## src/rtl/elastic_pipeline_v.sv

```systemverilog
// elastic_pipeline_v: chain of STAGES valid/ready pipeline registers.
// Each stage advances whenever it is empty or the stage after it can take
// its word, so bubbles collapse and a stall at the output back-pressures
// the producer. With SKID_INPUT=1 an extra input register holds one word,
// which lets In_ready come from flops instead of from Out_ready.
module elastic_pipeline_v #(
   parameter int WORD_LENGTH = 8,
   parameter int STAGES      = 3,
   parameter int SKID_INPUT  = 0
) (
   input  logic                                        Clock,
   input  logic                                        Reset,
   input  logic                                        Flush,
   input  logic [WORD_LENGTH-1:0]                      In_data,
   input  logic                                        In_valid,
   output logic                                        In_ready,
   output logic [WORD_LENGTH-1:0]                      Out_data,
   output logic                                        Out_valid,
   input  logic                                        Out_ready,
   output logic [$clog2(STAGES+SKID_INPUT+1)-1:0]      Occupancy
);

   localparam int OW = $clog2(STAGES + SKID_INPUT + 1);

   generate
      if (WORD_LENGTH < 1 || STAGES < 1) begin : g_bad_params
         $error("elastic_pipeline_v: WORD_LENGTH and STAGES must both be >= 1");
      end
   endgenerate

   logic [STAGES-1:0]      v_q, v_d;
   logic [WORD_LENGTH-1:0] d_q [STAGES];
   logic [WORD_LENGTH-1:0] d_d [STAGES];
   logic                   skid_v_q, skid_v_d;
   logic [WORD_LENGTH-1:0] skid_data_q, skid_data_d;
   logic                   alive_q, alive_d;
   logic [OW-1:0]          occ_q, occ_d;

   logic [STAGES-1:0]      rdy_s;
   logic                   chain_s;
   logic                   in_ready_s;
   logic                   accept_s;
   logic                   src_v_s;
   logic [WORD_LENGTH-1:0] src_d_s;

   // Ready chain: a stage can load when it is empty or its successor can load.
   always_comb begin
      rdy_s   = '0;
      chain_s = Out_ready;
      for (int k = STAGES - 1; k >= 0; k--) begin
         chain_s  = ~v_q[k] | chain_s;
         rdy_s[k] = chain_s;
      end
   end

   // Input handshake and the word offered to stage 0 (skid has priority).
   always_comb begin
      if (SKID_INPUT != 0) begin
         in_ready_s = alive_q & ~skid_v_q & ~Flush;
      end else begin
         in_ready_s = alive_q & rdy_s[0] & ~Flush;
      end
      accept_s = In_valid & in_ready_s;
      if ((SKID_INPUT != 0) && skid_v_q) begin
         src_v_s = 1'b1;
         src_d_s = skid_data_q;
      end else begin
         src_v_s = accept_s;
         src_d_s = In_data;
      end
   end

   // Next state for stages, skid, occupancy; Flush drops every held word.
   always_comb begin
      v_d         = v_q;
      d_d         = d_q;
      skid_v_d    = skid_v_q;
      skid_data_d = skid_data_q;
      alive_d     = 1'b1;
      occ_d       = '0;

      if (rdy_s[0]) begin
         v_d[0] = src_v_s;
         if (src_v_s) begin
            d_d[0] = src_d_s;
         end else begin
            d_d[0] = d_q[0];
         end
      end else begin
         v_d[0] = v_q[0];
         d_d[0] = d_q[0];
      end

      for (int k = 1; k < STAGES; k++) begin
         if (rdy_s[k]) begin
            v_d[k] = v_q[k-1];
            if (v_q[k-1]) begin
               d_d[k] = d_q[k-1];
            end else begin
               d_d[k] = d_q[k];
            end
         end else begin
            v_d[k] = v_q[k];
            d_d[k] = d_q[k];
         end
      end

      if (SKID_INPUT != 0) begin
         if (skid_v_q) begin
            if (rdy_s[0]) begin
               skid_v_d = 1'b0;
            end else begin
               skid_v_d = 1'b1;
            end
         end else if (accept_s && !rdy_s[0]) begin
            skid_v_d    = 1'b1;
            skid_data_d = In_data;
         end else begin
            skid_v_d = 1'b0;
         end
      end else begin
         skid_v_d = 1'b0;
      end

      if (Flush) begin
         v_d      = '0;
         skid_v_d = 1'b0;
      end else begin
         v_d      = v_d;
      end

      for (int k = 0; k < STAGES; k++) begin
         occ_d = occ_d + OW'(v_d[k]);
      end
      occ_d = occ_d + OW'(skid_v_d);
   end

   // State registers; asynchronous reset empties the pipe immediately.
   always_ff @(posedge Clock or negedge Reset) begin
      if (!Reset) begin
         v_q         <= '0;
         skid_v_q    <= 1'b0;
         skid_data_q <= '0;
         alive_q     <= 1'b0;
         occ_q       <= '0;
         for (int k = 0; k < STAGES; k++) begin
            d_q[k] <= '0;
         end
      end else begin
         v_q         <= v_d;
         skid_v_q    <= skid_v_d;
         skid_data_q <= skid_data_d;
         alive_q     <= alive_d;
         occ_q       <= occ_d;
         for (int k = 0; k < STAGES; k++) begin
            d_q[k] <= d_d[k];
         end
      end
   end

   assign In_ready  = in_ready_s;
   assign Out_data  = d_q[STAGES-1];
   assign Out_valid = v_q[STAGES-1];
   assign Occupancy = occ_q;

endmodule

```

## config.mk

```make
export PLATFORM = sky130hd
export DESIGN_NAME = elastic_pipeline_v
export DESIGN_NICKNAME = d
export VERILOG_FILES = /design/src/rtl/elastic_pipeline_v.sv
export SDC_FILE = /design/constraint.sdc
export NUM_CORES = 1
export LEC_CHECK = 0
export ABC_AREA = 1
export CORE_UTILIZATION = 40
export CTS_CLUSTER_SIZE = 20
export DETAILED_ROUTE_END_ITERATION = 10
export HOLD_SLACK_MARGIN = 0.03
export PLACE_DENSITY = 0.72
export SLEW_MARGIN = 20
export SYNTH_ARGS = -nofsm -noshare
export SYNTH_HDL_FRONTEND = slang
export SYNTH_SLANG_ARGS = --single-unit
```

## constraint.sdc

```tcl
create_clock -name Clock -period 1.77 [get_ports Clock]
set_clock_uncertainty 0.1 [all_clocks]
set_input_delay 0.531 -clock Clock [delete_from_list [all_inputs] [get_ports Clock]]
set_output_delay 0.531 -clock Clock [all_outputs]
set_load 0.05 [all_outputs]
```

==> results.ini, run 1 <==
[routing]
detailroute.via_count=916
drt_first_iter_violations=10
detail_route.wirelength_mm=2.18
viasPerCell=4.77
antenna_violating_nets_post_route=0
wire_per_inst_um=11.4
drc=2
drtPass1Iterations=7

[logic_synthesis]
syn-cell-area_um2=1250
yosys_warnings=0
synth_top_area_share=0.598
synth_cells=127
count_of_distinct_cell_types_in_the_synthesized_netlist=18
synth_seq_cells=30
postSynthNetCount=141
library_cell_occupying_the_most_area_in_the_post_synthesis_netlist=dfrtp_1
synth-seq-area-share=0.598
ys_top_cells_by_area=dfrtp_1 60%, nand2_1 8.4%, buf_4 5.4%
post_synthesis_average_cell_area_um2=9.88

[worst_hold_path]
holdCritStartpoint=Flush
hp-class=in -> reg

[power_and_ir_drop]
power.switching_mw=0.635
power.share.clock=0.261
comb_power_share=0.308
cellPowerDensity_nw_per_um2=1160
total_leakage_power_nw=0.894
peak_ir_drop_on_the_vdd_network_mv=0.592
p_int_mw=1.45
swShare=0.305
seq_power_share=0.431

[place]
placedCellCount=177
place.gp.congestion=0.710
port_buffers=24
placed_cell_area_um2=1630

[sta]
fin_hold_ws_ns=0.337
min_period_over_period=1.04
rsz0062_at_grt=true
final-hold-violation-count=0
setup_viol=1
slew_viols_final=0
postLayoutSetupSlackWorst_ns=-0.0717
setup_tns_ns=-0.0717
timing.fmax_mhz=543
timing.final.crit_period_ns=1.84

[cts]
numClockSinks=30
clock_tree.buffer_depth=2
clk-insertion-delay-late_ns=0.32
cts_max_level=2
clock_slew_at_reported_path_ffs_ns=0.09
post_cts_hold_buffer_count=0
cts.root.buffer_cell=clkbuf_4
cts_buffers=5
cts_tree=yes

[setup_path]
crit_path_start=v_q[2]
path_delay_family=flip-flops
worst_setup_path_end_kind=output pin
critPathLaunchType=register
worst_path_largest_cell_delay_ns=0.37
critPathArrivalTime_ns=1.21
timing.critical_path.buf_inv=2
crit_type=reg -> out
critical_path.reg2reg.startpoint=v_q[2]
cp.required_ns=1.14
cp_cell_sequence=nand4_1 > nand2_4 > clkinvlp_4 > buf_8
slowest_stage=dfrtp_2
crit_fanout=2

[finish]
post_route_cells_drive_above_1_share=0.329
layout.cells.most_common_list=29 x dfrtp_1, 25 x nand2_1, 13 x buf_4
register_area_um2=752
final_nets=175
area_added_between_synthesis_and_finish_pct=42.6
fin_cells=192
antennaDiodeCount=0
layout.filler_cells=226
total_area_of_multi_input_combinational_cells_um2=383
layout.cells.most_common=dfrtp_1
final_core_utilization=0.627
final_design_area_no_fill_um2=1790

[status]
run_status=complete, but fails checks
violations=DRC, setup timing

[floorplan]
horiz_die_dim_um=58.0
floorplan.core_area_um2=2850
floorplan.initialDensity=0.440
die_area_um2=3370
height_of_the_die_um=58.0
io_pins=25
rows=19

[grt]
grt_util_all_layers=0.147
grt_pass1_wl_mm=3.64
grt-ovfl-total=0
grt_max_degree=31
antenna_found_initial=0
first_global_vias=857

[flow_run]
drv.max_cap_violation_count=0

## logic make-up (layout without fill, tap and decap cells)
logic type / count (synthesis) / after routing / share of synthesized area
adders and majority gates: 1 / 1 / 0.0160
and+or+nand+nor: 49 / 49 / 0.182
other: 1 / 1 / 0.00299
AOI/OAI and AO/OA: 19 / 19 / 0.0848
DFF: 30 / 30 / 0.598
buffers and inverters: 27 / 61 / 0.116
## Yosys cell counts
cell type	count
nand2_2	1
buf_6	1
fa_1	1
buf_4	9
a21oi_1	8
o21ai_2	1
nand4_1	9
nor2_1	8
nand2_4	1
nand2_1	28
buf_2	2
nand3_2	2
dfrtp_1	30
inv_2	2
inv_1	13
a21oi_2	2
o21ai_1	8
conb_1	1
## worst register-to-register path: cells and delay by family (launching register included)
kind | cells | cell delay (ns)
fa+ha+maj | 1 | 0.41
buf+inv | 3 | 0.39
flops | 1 | 0.37
simple gates | 2 | 0.24
compound gates | 1 | 0.05
## power groups by stage
stage	logic [mW]	registers (mW)	clock network, mW
2_1_floorplan	0.413	0.874	0
3_3_place_gp	0.626	0.906	0
3_5_place_dp	0.638	0.913	0
4_1_cts	0.643	0.899	0.559
5_1_grt	0.678	0.911	0.589
6_report	0.641	0.897	0.544
## area by class of cell
type,instances,share of cell area
Inverter,15,0.0336
Clock buffer,6,0.0287
Clock inverter,1,0.0168
Multi-Input combinational cell,70,0.214
Tap cell,31,0.0217
Timing Repair Buffer,39,0.265
Sequential cell,30,0.420
## registers in the layout, indices dropped and copies added (netlist names)
register,count
v_q,3
Out_data,8
Occupancy,2
d_q,16
alive_q,1
## metrics by stage
step           worst slack (ns)  power [mW]
2_1_floorplan           -0.0362        1.29
3_3_place_gp             -0.474        1.53
3_5_place_dp             -0.494        1.55
4_1_cts                  -0.114        2.10
5_1_grt                  -0.159        2.18
6_report                -0.0717        2.08
## path summary, 6_finish.rpt
path	endpoint	slack, ns	cells past startpoint
hold / removal	v_q[2]	0.34	2
setup / recovery	In_ready	-0.07	4
max in group asynchronous	v_q[2]	0.92	2
hold reg to reg	d_q[20]	0.38	2
min in group asynchronous	d_q[19]	0.48	2
setup reg to reg	Occupancy[0]	0.09	7
## layer usage
layer | routed length (um) | global-route usage | vias up
met4 | 37 | 0.102 | 0
li1 | - | - | 464
met3 | 119 | 0.0335 | 4
met1 | 961 | 0.180 | 424
met2 | 1060 | 0.232 | 24
met5 | 0 | 0 | -
## repair_timing
item	in CTS	in global routing
setup buffers	7	3
gates cloned	0	0
setup endpoints to repair	3	2
gates resized for setup	10	5
pin swaps	4	4
Note: power is estimated with default switching activity, not from simulation.
==> run 2, diff against run 1 <==
- ABC_AREA: 1 -> 0
- DONT_BUFFER_PORTS: not set -> 1
- PLACE_DENSITY: 0.72 -> 0.61
==> run 2 against run 1 <==
The flow still finishes with violations (DRC, setup timing). Largest power group unchanged. Count of clock-buffer cells in the layout rose by 1. Sequential power increased by 40%. Worst setup slack worse by 0.096 ns. Final area down 24%. Wire length fell by 18%. Critical path type unchanged. Synthesized area fell by 4.1%. Maximum frequency shrank 4.9%. Highest routed layer unchanged. Clock power shrank 35%.
==> results.ini, run 2 <==
[floorplan]
horiz_die_dim_um=56.9  ; -2.0%
io_pins=25  ; unchanged
floorplan.core_area_um2=2810  ; -1.7%
floorplan.initialDensity=0.429  ; -0.0108
height_of_the_die_um=56.9  ; -2.0%
rows=19  ; unchanged
die_area_um2=3230  ; -3.9%

[finish]
area_added_between_synthesis_and_finish_pct=12.4
register_area_um2=752  ; unchanged
layout.cells.most_common_list=29 x dfrtp_1, 24 x mux2_2, 5 x clkbuf_4
antennaDiodeCount=0  ; unchanged
layout.filler_cells=261  ; +15%
total_area_of_multi_input_combinational_cells_um2=397  ; +3.6%
post_route_cells_drive_above_1_share=0.506  ; +0.177
layout.cells.most_common=dfrtp_1
registers.top_by_ff_count=d_q
final_nets=99  ; -43%
final_design_area_no_fill_um2=1350  ; -24%
largest_reg_flops=16  ; unchanged

[logic_synthesis]
ys_top_cells_by_area=dfrtp_1 62%, mux2_2 22%, buf_4 5.0%
synth_top_area_share=0.624  ; +0.0255
synth_simple_gate_area_share=0.0572  ; -0.125
synth-seq-area-share=0.624  ; +0.0255
library_cell_occupying_the_most_area_in_the_post_synthesis_netlist=dfrtp_1
ys_top_cells_by_count=30 x dfrtp_1, 24 x mux2_2, 8 x buf_4
post_synth_fa_ha_maj_area_fraction=0.0166  ; +0.000680
syn-cell-area_um2=1200  ; -4.1%
dominant_combinational_cell_family_by_area_after_synthesis=multiplexers
post_synthesis_average_cell_area_um2=15.2  ; +54%
synth-xor-area-share=0  ; unchanged
post_synthesis_compound_gate_area_fraction=0.0166  ; -0.0681
count_of_distinct_cell_types_in_the_synthesized_netlist=15  ; -3
synthFlopType=dfrtp_1
postSynthNetCount=93  ; -34%
synth_cells=79  ; -38%
synth-edff-count=0  ; unchanged
proportion_of_synthesized_area_in_mux_cells=0.225  ; +0.225
synth_seq_cells=30  ; unchanged
yosys_warnings=0  ; unchanged
ys_async_rst_share=1.00  ; unchanged
synthMostInstantiatedCell=dfrtp_1

[power_and_ir_drop]
seq_power_share=0.683  ; +0.252
swShare=0.368  ; +0.0630
total_leakage_power_nw=0.602  ; -33%
cellPowerDensity_nw_per_um2=1360  ; +17%
comb_power_share=0.123  ; -0.185
peak_ir_drop_on_the_vdd_network_mv=0.590  ; -0.44%
power.switching_mw=0.678  ; +6.7%
power.share.clock=0.194  ; -0.067
p_int_mw=1.16  ; -20%

[sta]
slew_viols_final=0  ; unchanged
setup_tns_ns=-0.167  ; -0.0958 ns
rsz0062_at_grt=true
postLayoutSetupSlackWorst_ns=-0.167  ; -0.0958 ns
timing.fmax_mhz=516  ; -4.9%
setup_viol=1  ; unchanged
fin_hold_ws_ns=0.201  ; -0.136 ns
timing.final.crit_period_ns=1.94  ; +0.0958 ns
final-hold-violation-count=0  ; unchanged
min_period_over_period=1.09  ; +0.0541

[setup_path]
crit_fanout=2  ; unchanged
worst_path_largest_cell_delay_ns=0.41  ; +0.04 ns
cp.required_ns=1.14  ; about the same
slowest_stage=dfrtp_2
worst_setup_path_end_kind=output pin
cp_cell_sequence=and4b_4 > nor3b_4 > buf_12
critPathArrivalTime_ns=1.31  ; +0.10 ns
crit_type=reg -> out
critPathLaunchType=register

[place]
port_buffers=0  ; -100%
post-dp-hpwl_mm=1.20
placed_cell_area_um2=1260  ; -23%
place.gp.congestion=0.696  ; -2.1%

[routing]
wl_met2_um=814  ; -23%
route.layer.met1.wl_um=816  ; -15%
drtPass1Iterations=7  ; unchanged
dr_top_layer=met4
drt_first_iter_violations=17  ; +7
detail_route.wirelength_mm=1.79  ; -18%
detailroute.via_count=583  ; -36%
wire_per_inst_um=15.4  ; +36%
antenna_violating_nets_post_route=0  ; unchanged
met3RoutedLength_um=139  ; +17%
viasPerCell=5.03  ; +5.3%
drc=2  ; unchanged

[cts]
cts_tree=yes
clock_slew_at_reported_path_ffs_ns=0.08  ; about the same
clock_tree.buffer_depth=2  ; unchanged
cts.root.buffer_cell=clkbuf_4
cts_max_level=2  ; unchanged
numClockSinks=30  ; unchanged
cts_buffers=5  ; unchanged
clk-insertion-delay-late_ns=0.31  ; about the same

[grt]
grt-ovfl-total=0  ; unchanged
grt_util_all_layers=0.137  ; -0.0103
grt_max_degree=31  ; unchanged
grt_pass1_wl_mm=3.19  ; -12%
antenna_found_initial=0  ; unchanged
first_global_vias=670  ; -22%

[status]
violations=DRC, setup timing
run_status=complete, but fails checks

[flow_run]
drv.max_cap_violation_count=0  ; unchanged

[worst_hold_path]
hp-class=in -> reg

## run 2: critical path: cells and delay by family (launching register included)
kind	cells	cell delay [ns]
and+or+nand+nor	2	0.43
DFF	1	0.41
buffers and inverters	1	0.16
## run 2: timing repair
| item | CTS | global route |
|---|---|---|
| endpoints found under the setup margin | 1 | 2 |
| buffers inserted | 2 | 0 |
| endpoints found under the hold margin | 30 | 0 |
| hold buffers | 2 | 0 |
| pin swaps | 2 | 0 |
| resized for setup | 0 | 1 |
## run 2: stage by stage
step	power, mW	util	setup WS, ns	instances
2_1_floorplan	1.55	-	-0.113	79
4_1_cts	1.87	0.481	-0.190	116
3_3_place_gp	1.47	0.449	0.0126	105
3_5_place_dp	1.49	0.449	-0.0129	105
6_report	1.84	0.482	-0.167	116
5_1_grt	1.96	0.482	-0.247	116
## run 2: kinds of logic (layout without fill, tap and decap cells)
kind of cell               count (synthesis)  in the layout
DFF                                       30             30
muxes                                     24             24
and+or+nand+nor                           10             10
buffers and inverters                     10             16
AOI/OAI and AO/OA                          3              3
adders and majority gates                  1              1
other                                      1              1
## run 2: path summary, 6_finish.rpt
kind	endpoint	from	depth (start not counted)	slack, ns
max reg2reg	Occupancy[0]	v_q[2]	5	0.11
max	In_ready	v_q[2]	3	-0.17
min reg2reg	Out_data[7]	d_q[15]	1	0.40
min in group asynchronous	Out_data[0]	Reset	2	0.55
max in group asynchronous	v_q[2]	Reset	2	0.85
min	v_q[2]	Flush	1	0.20
## run 2: power by group through the flow
stage	sequential (mW)	combinational, mW	clock (mW)
floorplan	0.947	0.607	0
global route	1.29	0.254	0.411
finish	1.26	0.226	0.356
global placement	1.27	0.200	0
CTS	1.26	0.231	0.378
detailed placement	1.28	0.209	0
## run 2: final cells by class
class / count / share of cell area
clock buffers: 7 / 0.0333
flip-flops and latches: 30 / 0.556
multi-input cells: 39 / 0.293
well taps: 31 / 0.0287
repair buffers: 9 / 0.0888
## run 2: routing by layer
metal | vias to the layer above | GRT usage
li1 | 274 | -
met1 | 287 | 0.179
met2 | 20 | 0.189
met3 | 2 | 0.0760
met4 | 0 | 0.0523
met5 | - | 0
